===== config.mk =====
export PLATFORM = sky130hd
export DESIGN_NAME = fft_seq_ctrl
export DESIGN_NICKNAME = d
export VERILOG_FILES = /design/src/rtl/fft_seq_ctrl.sv
export SDC_FILE = /design/constraint.sdc
export NUM_CORES = 1
export LEC_CHECK = 0
export ABC_AREA = 0
export ABC_CLOCK_PERIOD_IN_PS = 5000
export BUFFER_PORTS_ARGS = -buffer_cell sky130_fd_sc_hd__buf_2
export CORE_MARGIN = 2
export CORE_UTILIZATION = 45
export DETAILED_ROUTE_END_ITERATION = 6
export SYNTH_ARGS = -nofsm -noshare
export SYNTH_HDL_FRONTEND = slang
export SYNTH_SLANG_ARGS = --single-unit

===== constraint.sdc =====
create_clock -name clk -period 5 [get_ports clk]
set_clock_uncertainty 0.1 [all_clocks]
set_input_delay 0.5 -clock clk [delete_from_list [all_inputs] [get_ports clk]]
set_output_delay 0.5 -clock clk [all_outputs]
set_load 0.02 [all_outputs]

===== src/rtl/fft_seq_ctrl.sv =====
// Address/strobe sequencer for an in-place radix-2 DIT FFT over a shared sample memory.
// Covers bit-reversed load, per-stage butterfly reads with twiddle index, delayed write-back and natural-order readout.
module fft_seq_ctrl #(
  parameter int unsigned N      = 16,
  parameter int unsigned SIZE   = 4,
  parameter int unsigned WR_LAT = 5
) (
  input  logic                   clk,
  input  logic                   rst_n,
  input  logic                   start,
  input  logic                   in_valid,
  output logic                   load_data,
  output logic [SIZE-1:0]        invert_adr,
  output logic                   en_rd,
  output logic [SIZE:0]          rd_ptr,
  output logic [SIZE-2:0]        tw_adr,
  output logic [$clog2(SIZE):0]  stage,
  output logic                   en_wr,
  output logic [SIZE:0]          wr_ptr,
  output logic                   out_valid,
  output logic                   out_last,
  output logic                   busy,
  output logic                   done
);

  localparam int unsigned STW = $clog2(SIZE) + 1;
  localparam int unsigned DW  = $clog2(WR_LAT + 2);

  typedef enum logic [2:0] {IDLE, LOAD, CALC, DRAIN, OUT, FIN} state_e;

  state_e                        state_q, state_d;
  logic [SIZE-1:0]               cnt_q, cnt_d;
  logic [SIZE-1:0]               rcnt_q, rcnt_d;
  logic [DW-1:0]                 dcnt_q, dcnt_d;
  logic [STW-1:0]                stage_q, stage_d;
  logic                          armed_q;
  logic                          en_rd_q, en_rd_d;
  logic [SIZE-1:0]               rd_ptr_q, rd_ptr_d;
  logic [SIZE-2:0]               tw_q, tw_d;
  logic                          out_valid_q, out_valid_d;
  logic                          out_last_q, out_last_d;
  logic                          done_q, done_d;
  logic                          busy_q, busy_d;
  logic [WR_LAT-1:0]             en_sr_q;
  logic [WR_LAT-1:0][SIZE-1:0]   ptr_sr_q;

  // Read index idx = 2*b + (0: top operand, 1: bottom operand).
  function automatic logic [SIZE-1:0] calc_adr(input logic [SIZE-1:0] idx,
                                               input logic [STW-1:0]  s);
    logic [SIZE-1:0] b, half, k;
    b    = idx >> 1;
    half = SIZE'(1) << s;
    k    = b & (half - SIZE'(1));
    return ((b >> s) << (s + STW'(1))) + k + (idx[0] ? half : '0);
  endfunction

  // For the last stage the mask wraps to all ones, which is exactly half-1.
  function automatic logic [SIZE-2:0] calc_tw(input logic [SIZE-2:0] b,
                                              input logic [STW-1:0]  s);
    logic [SIZE-2:0] mask;
    mask = ((SIZE-1)'(1) << s) - (SIZE-1)'(1);
    return (b & mask) << (STW'(SIZE-1) - s);
  endfunction

  assign load_data = in_valid && (state_q == LOAD);

  always_comb begin
    invert_adr = '0;
    for (int unsigned i = 0; i < SIZE; i++) begin
      invert_adr[i] = cnt_q[SIZE-1-i];
    end
  end

  always_comb begin
    state_d     = state_q;
    cnt_d       = cnt_q;
    rcnt_d      = rcnt_q;
    dcnt_d      = dcnt_q;
    stage_d     = stage_q;
    en_rd_d     = 1'b0;
    rd_ptr_d    = rd_ptr_q;
    tw_d        = tw_q;
    out_valid_d = 1'b0;
    out_last_d  = 1'b0;
    done_d      = 1'b0;
    case (state_q)
      IDLE: begin
        if (start && armed_q) begin
          state_d = LOAD;
          cnt_d   = '0;
        end
      end
      LOAD: begin
        if (in_valid) begin
          cnt_d = cnt_q + SIZE'(1);
          if (cnt_q == SIZE'(N-1)) begin
            state_d = CALC;
            stage_d = '0;
            rcnt_d  = '0;
            en_rd_d = 1'b1;
          end
        end
      end
      CALC: begin
        if (rcnt_q == SIZE'(N-1)) begin
          state_d = DRAIN;
          dcnt_d  = '0;
        end else begin
          rcnt_d  = rcnt_q + SIZE'(1);
          en_rd_d = 1'b1;
        end
      end
      DRAIN: begin
        if (dcnt_q == DW'(WR_LAT+1)) begin
          if (stage_q == STW'(SIZE-1)) begin
            state_d     = OUT;
            rd_ptr_d    = '0;
            out_valid_d = 1'b1;
          end else begin
            state_d = CALC;
            stage_d = stage_q + STW'(1);
            rcnt_d  = '0;
            en_rd_d = 1'b1;
          end
        end else begin
          dcnt_d = dcnt_q + DW'(1);
        end
      end
      OUT: begin
        if (rd_ptr_q == SIZE'(N-1)) begin
          state_d = FIN;
          done_d  = 1'b1;
        end else begin
          rd_ptr_d    = rd_ptr_q + SIZE'(1);
          out_valid_d = 1'b1;
          out_last_d  = (rd_ptr_q == SIZE'(N-2));
        end
      end
      FIN:     state_d = IDLE;
      default: state_d = IDLE;
    endcase
    // Address of the read issued next cycle is derived from the post-transition counters.
    if (en_rd_d) begin
      rd_ptr_d = calc_adr(rcnt_d, stage_d);
      tw_d     = calc_tw(rcnt_d[SIZE-1:1], stage_d);
    end
    busy_d = (state_d != IDLE);
  end

  always_ff @(posedge clk or negedge rst_n) begin
    if (!rst_n) begin
      state_q     <= IDLE;
      cnt_q       <= '0;
      rcnt_q      <= '0;
      dcnt_q      <= '0;
      stage_q     <= '0;
      armed_q     <= 1'b0;
      en_rd_q     <= 1'b0;
      rd_ptr_q    <= '0;
      tw_q        <= '0;
      out_valid_q <= 1'b0;
      out_last_q  <= 1'b0;
      done_q      <= 1'b0;
      busy_q      <= 1'b0;
      en_sr_q     <= '0;
      ptr_sr_q    <= '0;
    end else begin
      state_q     <= state_d;
      cnt_q       <= cnt_d;
      rcnt_q      <= rcnt_d;
      dcnt_q      <= dcnt_d;
      stage_q     <= stage_d;
      armed_q     <= 1'b1;
      en_rd_q     <= en_rd_d;
      rd_ptr_q    <= rd_ptr_d;
      tw_q        <= tw_d;
      out_valid_q <= out_valid_d;
      out_last_q  <= out_last_d;
      done_q      <= done_d;
      busy_q      <= busy_d;
      en_sr_q[0]  <= en_rd_q;
      ptr_sr_q[0] <= rd_ptr_q;
      for (int unsigned i = 1; i < WR_LAT; i++) begin
        en_sr_q[i]  <= en_sr_q[i-1];
        ptr_sr_q[i] <= ptr_sr_q[i-1];
      end
    end
  end

  assign en_rd     = en_rd_q;
  assign rd_ptr    = {1'b0, rd_ptr_q};
  assign tw_adr    = tw_q;
  assign stage     = stage_q;
  assign en_wr     = en_sr_q[WR_LAT-1];
  assign wr_ptr    = {1'b0, ptr_sr_q[WR_LAT-1]};
  assign out_valid = out_valid_q;
  assign out_last  = out_last_q;
  assign busy      = busy_q;
  assign done      = done_q;

endmodule

== Yosys cells after proc, flatten, opt, wreduce, memory -nomap -nowiden ==
Cells that the tools add are included.

* Word-level logic and storage cells: 109
* Flip-flop bits (word level): 55
* Output and inout port bits: 27

* Eq/ne operators: 17
* Reduce and logical (&&, ||, !) cells: 10
* Bitwise logic cells: 2
* $add $sub $neg: 11
* Shift-type cells: 5
* Muxes and demuxes: 45

{| class="wikitable"
|+ Operator list
! kind !! number
|-
| $mux 4 || 12
|-
| $mux 3 || 13
|-
| $eq 4x4->1 const B || 4
|-
| $pmux 4 s2 || 2
|-
| $pmux 3 s5 || 1
|-
| $add 4x1->4 const B || 3
|-
| $mux 1 || 12
|-
| $pmux 3 s2 || 2
|-
| $pmux 4 s3 || 1
|-
| $add 3x1->3 const B || 3
|-
| $eq 3x2->1 const B || 3
|-
| $ne 3x3->1 const B || 3
|-
| $add 4x4->4 || 2
|-
| $ne 2x2->1 const B || 4
|-
| $eq 3x3->1 const B || 2
|-
| $reduce_and 3->1 || 2
|-
| $reduce_bool 3->1 || 2
|-
| $and 3x4->4 || 1
|-
| $reduce_and 4->1 || 1
|-
| $reduce_bool 2->1 || 2
|-
| $shl 1x3->4 const A || 1
|-
| $shl 4x3->4 || 1
|-
| $shr 3x3->4 || 1
|-
| $sub 4x1->4 const B || 1
|-
| 10 further kinds || 11
|}

== Longest topological paths before layout ==
* Depth in word-level cells: 10
* Mapped depth: 20

== Least setup slack after synthesis ==
Ideal clock, no wire load.

* Kind: register to register
* From: reg cnt_q[0]
* To: reg rd_ptr_q[3]
* Clock period less this slack: 4.347 ns
* Required time: 4.808 ns
* Setup slack: 0.653 ns
* Data arrival time: 4.155 ns
* Setup time: 0.092 ns
* Path buffers: 0
* Stages on the path, launching flop included: 19
* Cells stage by stage: dfrtp_1 > ha_1 > and4_4 > o21ai_1 > a221o_1 > clkinv_2 > ha_1 > nand2_1 > ha_1 > nor2b_1 > inv_1 > fa_1 > inv_1 > ha_1 > fa_1 > xnor2_1 > xnor2_1 > nor3_1 > o31ai_2

* Longest elaborated chain between the ends: 10
* Elaborated cells on any way between the ends: 25
* Classes of those cells: add/sub: 4; eq/ne: 4; shift: 3; mux: 11; bitwise: 1; reduce/logical: 2

{| class="wikitable"
|+ Ends and longest elaborated chain
! item !! line !! text
|-
| start: declaration || 32 || <nowiki>logic [SIZE-1:0] cnt_q, cnt_d;</nowiki>
|-
| start signal: assignment || 169 || <nowiki>cnt_q <= cnt_d;</nowiki>
|-
| $eq 4x4->1 (*) || 96 || <nowiki>if (cnt_q == SIZE'(N-1)) begin</nowiki>
|-
| $mux 3 (*) || 96 ||
|-
| $mux 3 (*) || 94 || <nowiki>if (in_valid) begin</nowiki>
|-
| $pmux 3 s2 (*) || 86 || <nowiki>case (state_q)</nowiki>
|-
| net stage_d[1] || 35 || <nowiki>logic [STW-1:0] stage_q, stage_d;</nowiki>
|-
| $shl 1x3->4 || 52 || <nowiki>half = SIZE'(1) << s;</nowiki>
|-
| $sub 4x1->4 || 53 || <nowiki>k = b & (half - SIZE'(1));</nowiki>
|-
| $and 3x4->4 || 53 ||
|-
| $add 4x4->4 || 54 || <nowiki>return ((b >> s) << (s + STW'(1))) + k + (idx[0] ? half : '0);</nowiki>
|-
| $add 4x4->4 (*) || 54 ||
|-
| $mux 4 (*) || 143 || <nowiki>if (en_rd_d) begin</nowiki>
|-
| end signal: assignment || 175 || <nowiki>rd_ptr_q <= rd_ptr_d;</nowiki>
|-
| end: declaration || 38 || <nowiki>logic [SIZE-1:0] rd_ptr_q, rd_ptr_d;</nowiki>
|}

The timed path passes the listed nets; every way through them passes the cells marked *.
A chain may end at the register's enable or synchronous reset.

== Worst setup path after layout ==
Ends and elaborated chain as after synthesis.

==> summary.txt <==
STA
  – Final Hold Fails: 0
  – TNS Setup: 0 ns
  – Fin. max-slew vios: 0
  – Final worst-path cycle share: approximately 93%
  – Worst slew pin tran: 0.678 ns
  – Final worst slack: about 0.35 ns
  – Achievable Freq: ~210 MHz
  – Tmin final: approximately 4.7 ns
  – Setup violators final: 0
  – Hold slack: between 0.15 and 0.2 ns
  – RSZ-0062 raised after global routing: false
  – Slew margin rel.: 54.8%

Layout
  – Nets: roughly 300
  – FILL cells: around 570
  – Layout cells sized above 1: 18.8%
  – Diode count: 0
  – Final std cells w/o fill: 357
  – Sequential cell area: between 1000 and 1500 sq um
  – Multi-input gate area: about 1200 sq um
  – Layout area overhead: 10.2%

Yosys
  – Post-synthesis compound-gate area fraction: 14.8%
  – Largest cells by area after synthesis: dfrtp_1, ha_1, nand2_1
  – Leading cell types by count after synthesis: dfrtp_1, nand2_1, ha_1
  – Avg Cell Area, Syn: around 11 sq um
  – XOR/XNOR Fraction of Synth Area: 1.61%
  – Main combinational cell family by area after synthesis: simple AND/OR/NAND/NOR gates
  – Cell Area, Synth: between 2000 and 3000 sq um
  – Yosys cell types: between 50 and 60
  – Cell taking the most area after synthesis: dfrtp_1
  – Synth Area in Adders: approximately a tenth
  – Ys Warns: 0
  – Post-synth top area share: just over 50%
  – Post-synth EDFFs: 0
  – Count leader, synth: dfrtp_1
  – Synthesized flop and latch total: 55
  – Synthesized instance count: 254
  – Post-Synth Simple-Gate Area: between 10% and 20%
  – Seq/Total Area, Yosys: ~51%
  – Ys async rst share: 100%
  – Synth Flop Type: dfrtp_1
  – Mux share of post-synthesis cell area: between 1 and 1.5%

Job
  – Max cap viols: 0

Die
  – Num rows: 28
  – Die W: between 80 and 90 um
  – Die area: around 6700 sq um
  – Die Height: 81.8 um
  – Core Area: between 5000 and 6000 sq um
  – Starting density of the core: between 40% and 50%
  – IO Count: 31

Clock network
  – CTS Hold Bufs: 0
  – Post-cts resize count: 0
  – CTS sink count: 55
  – CTS Buf Count: 5
  – CTS clock-pin slew for the worst setup and hold paths: 0.10 ns
  – Clock Tree Root: clkbuf_8
  – Worst-Skew Late Latency: a little over 0.3 ns
  – # H-tree levels: 2
  – Max Root-Sink Buffers: 2
  – Postcts setup bufs: 0
  – CTS tree: built

Power
  – Maximum VDD drop: around 250 uV
  – Leak: 1.45 nW
  – PwrDens: 504 nW/um^2

Global routing
  – Grt ovf: 0
  – Vias in the first global route: 1772
  – Initial antenna violation count: 0
  – Global-route wire length before repair: about 8.6 mm
  – All-Layer GR Usage: approximately 17%
  – Pin count of the biggest net entering global routing: 56

Setup path
  – WP data arrival: ~4.8 ns
  – Worst setup EP type: register
  – Critical Path RT: 5.14 ns
  – Maximum fanout along the worst path: 8
  – WS Path Type: register to register
  – Crit path launch type: register

Placed design
  – Place WS: between 0.3 and 0.4 ns
  – DP HPWL: 3.79 mm
  – PortBufs: 28
  – GPL Wtd Cong: slightly below 0.9
  – DP Cell Count: around 350

Hold path
  – Hold Path Class: input port to asynchronous set/reset pin

Drt
  – Post-DRT Antenna Nets: 0
  – First-pass DRT Iterations: 4
  – 1st-iter DRT viols: 94
  – Vias: ~1900
  – Final WL: 5.30 mm
  – DR vias/cell: approximately 5.4
  – WL per Instance: 14.9 um
  – Post-route DRC: 0

Outcome
  – Status: completed
## layout make-up
cell class,instances,share of cell area [%]
multi-input combinational,171,40.0
timing repair buffer,32,5.68
inverter,16,2.05
clock buffer,5,2.30
tap,75,3.13
sequential,55,45.9
clock inverter,3,0.918
## through the flow
stage	utilization (%)	area, sq um	power [mW]
after floorplan	-	2730	1.11
final	50.9	3000	1.51
after global routing	50.9	3000	1.63
after global placement	49.3	2900	1.25
after CTS	50.9	3000	1.53
after detailed placement	49.3	2900	1.26
## power by group
part | switching [mW] | leakage (nW) | internal, mW
Sequential | 0.103 | 0.700 | 0.604
Clock | 0.157 | 0.0463 | 0.103
Combinational | 0.336 | 0.700 | 0.206
## worst max-delay path, stage by stage (launching register included)
cell,delay (ns)
dfrtp_1,0.41
ha_1,0.22
and4_4,0.27
o21ai_1,0.12
a221o_2,0.51
clkinv_2,0.14
ha_1,0.28
nand2_1,0.11
ha_1,0.30
nor2b_1,0.21
inv_1,0.10
fa_1,0.54
inv_1,0.04
ha_1,0.20
fa_1,0.37
xnor2_1,0.19
xnor2_1,0.16
nor3_1,0.08
o31ai_2,0.21
## path summary, 6_finish.rpt
kind	cells past startpoint	from	endpoint	slack [ns]
max in group asynchronous	2	rst_n	rd_ptr_q[0]$_DFFE_PN0P_	4.16
worst max register to register	18	cnt_q[0]$_DFFE_PN0P_	rd_ptr_q[3]$_DFFE_PN0P_	0.35
worst min-delay path	2	rst_n	cnt_q[3]$_DFFE_PN0P_	0.19
worst min register to register	0	ptr_sr_q[1]$_DFF_PN0_	ptr_sr_q[5]$_DFF_PN0_	0.26
worst max-delay path	18	cnt_q[0]$_DFFE_PN0P_	rd_ptr_q[3]$_DFFE_PN0P_	0.35
min in group clk	0	ptr_sr_q[1]$_DFF_PN0_	ptr_sr_q[5]$_DFF_PN0_	0.26
## state kept, by name, summed over array words and instances, names as in the netlist, 3 cells and up
| signal | flops |
|---|---|
| cnt_q | 4 |
| dcnt_q | 3 |
| en_sr_q | 5 |
| ptr_sr_q | 16 |
| rcnt_q | 4 |
| rd_ptr_q | 4 |
| stage | 3 |
| state_q | 3 |
| tw_adr | 3 |
| wr_ptr | 4 |
## cell usage in the layout (no fill, tap or decap), drive strengths merged, types with 2 or more instances in the layout
| cell type | n |
|---|---|
| buf | 32 |
| ha | 14 |
| a221oi | 2 |
| and2 | 4 |
| nand2b | 3 |
| dfrtp | 55 |
| and3 | 6 |
| conb | 3 |
| o21bai | 2 |
| o31ai | 2 |
| a22o | 4 |
| or2 | 2 |
| a31oi | 3 |
| clkbuf | 5 |
| nand3 | 7 |
| fa | 4 |
| nand4 | 8 |
| nor2 | 13 |
| nor4 | 2 |
| inv | 16 |
| xnor2 | 4 |
| clkinv | 2 |
| o21ai | 15 |
| and4 | 3 |
| o31a | 2 |
| mux2i | 2 |
| a21oi | 12 |
| nor3 | 7 |
| nand2 | 25 |
| a211oi | 2 |
| nor2b | 4 |
## layer usage
layer	track usage [%]	wire length, um	part of all wire, %
met3	3.63	196	3.7
met5	0	0	0
met2	26.7	2420	46
met1	23.5	2610	49
met4	5.50	76	1.4
## cell families (layout without fill, tap and decap cells)
group,count (synthesis),in the layout
AND/OR/NAND/NOR,87,87
flip-flops,55,55
other,2,3
buffers and inverters,29,56
adder cells (fa/ha/maj),18,18
multiplexers,3,3
AO/OA/AOI/OAI,55,55
XOR/XNOR,5,5
Power figures use the tool's default switching activity.
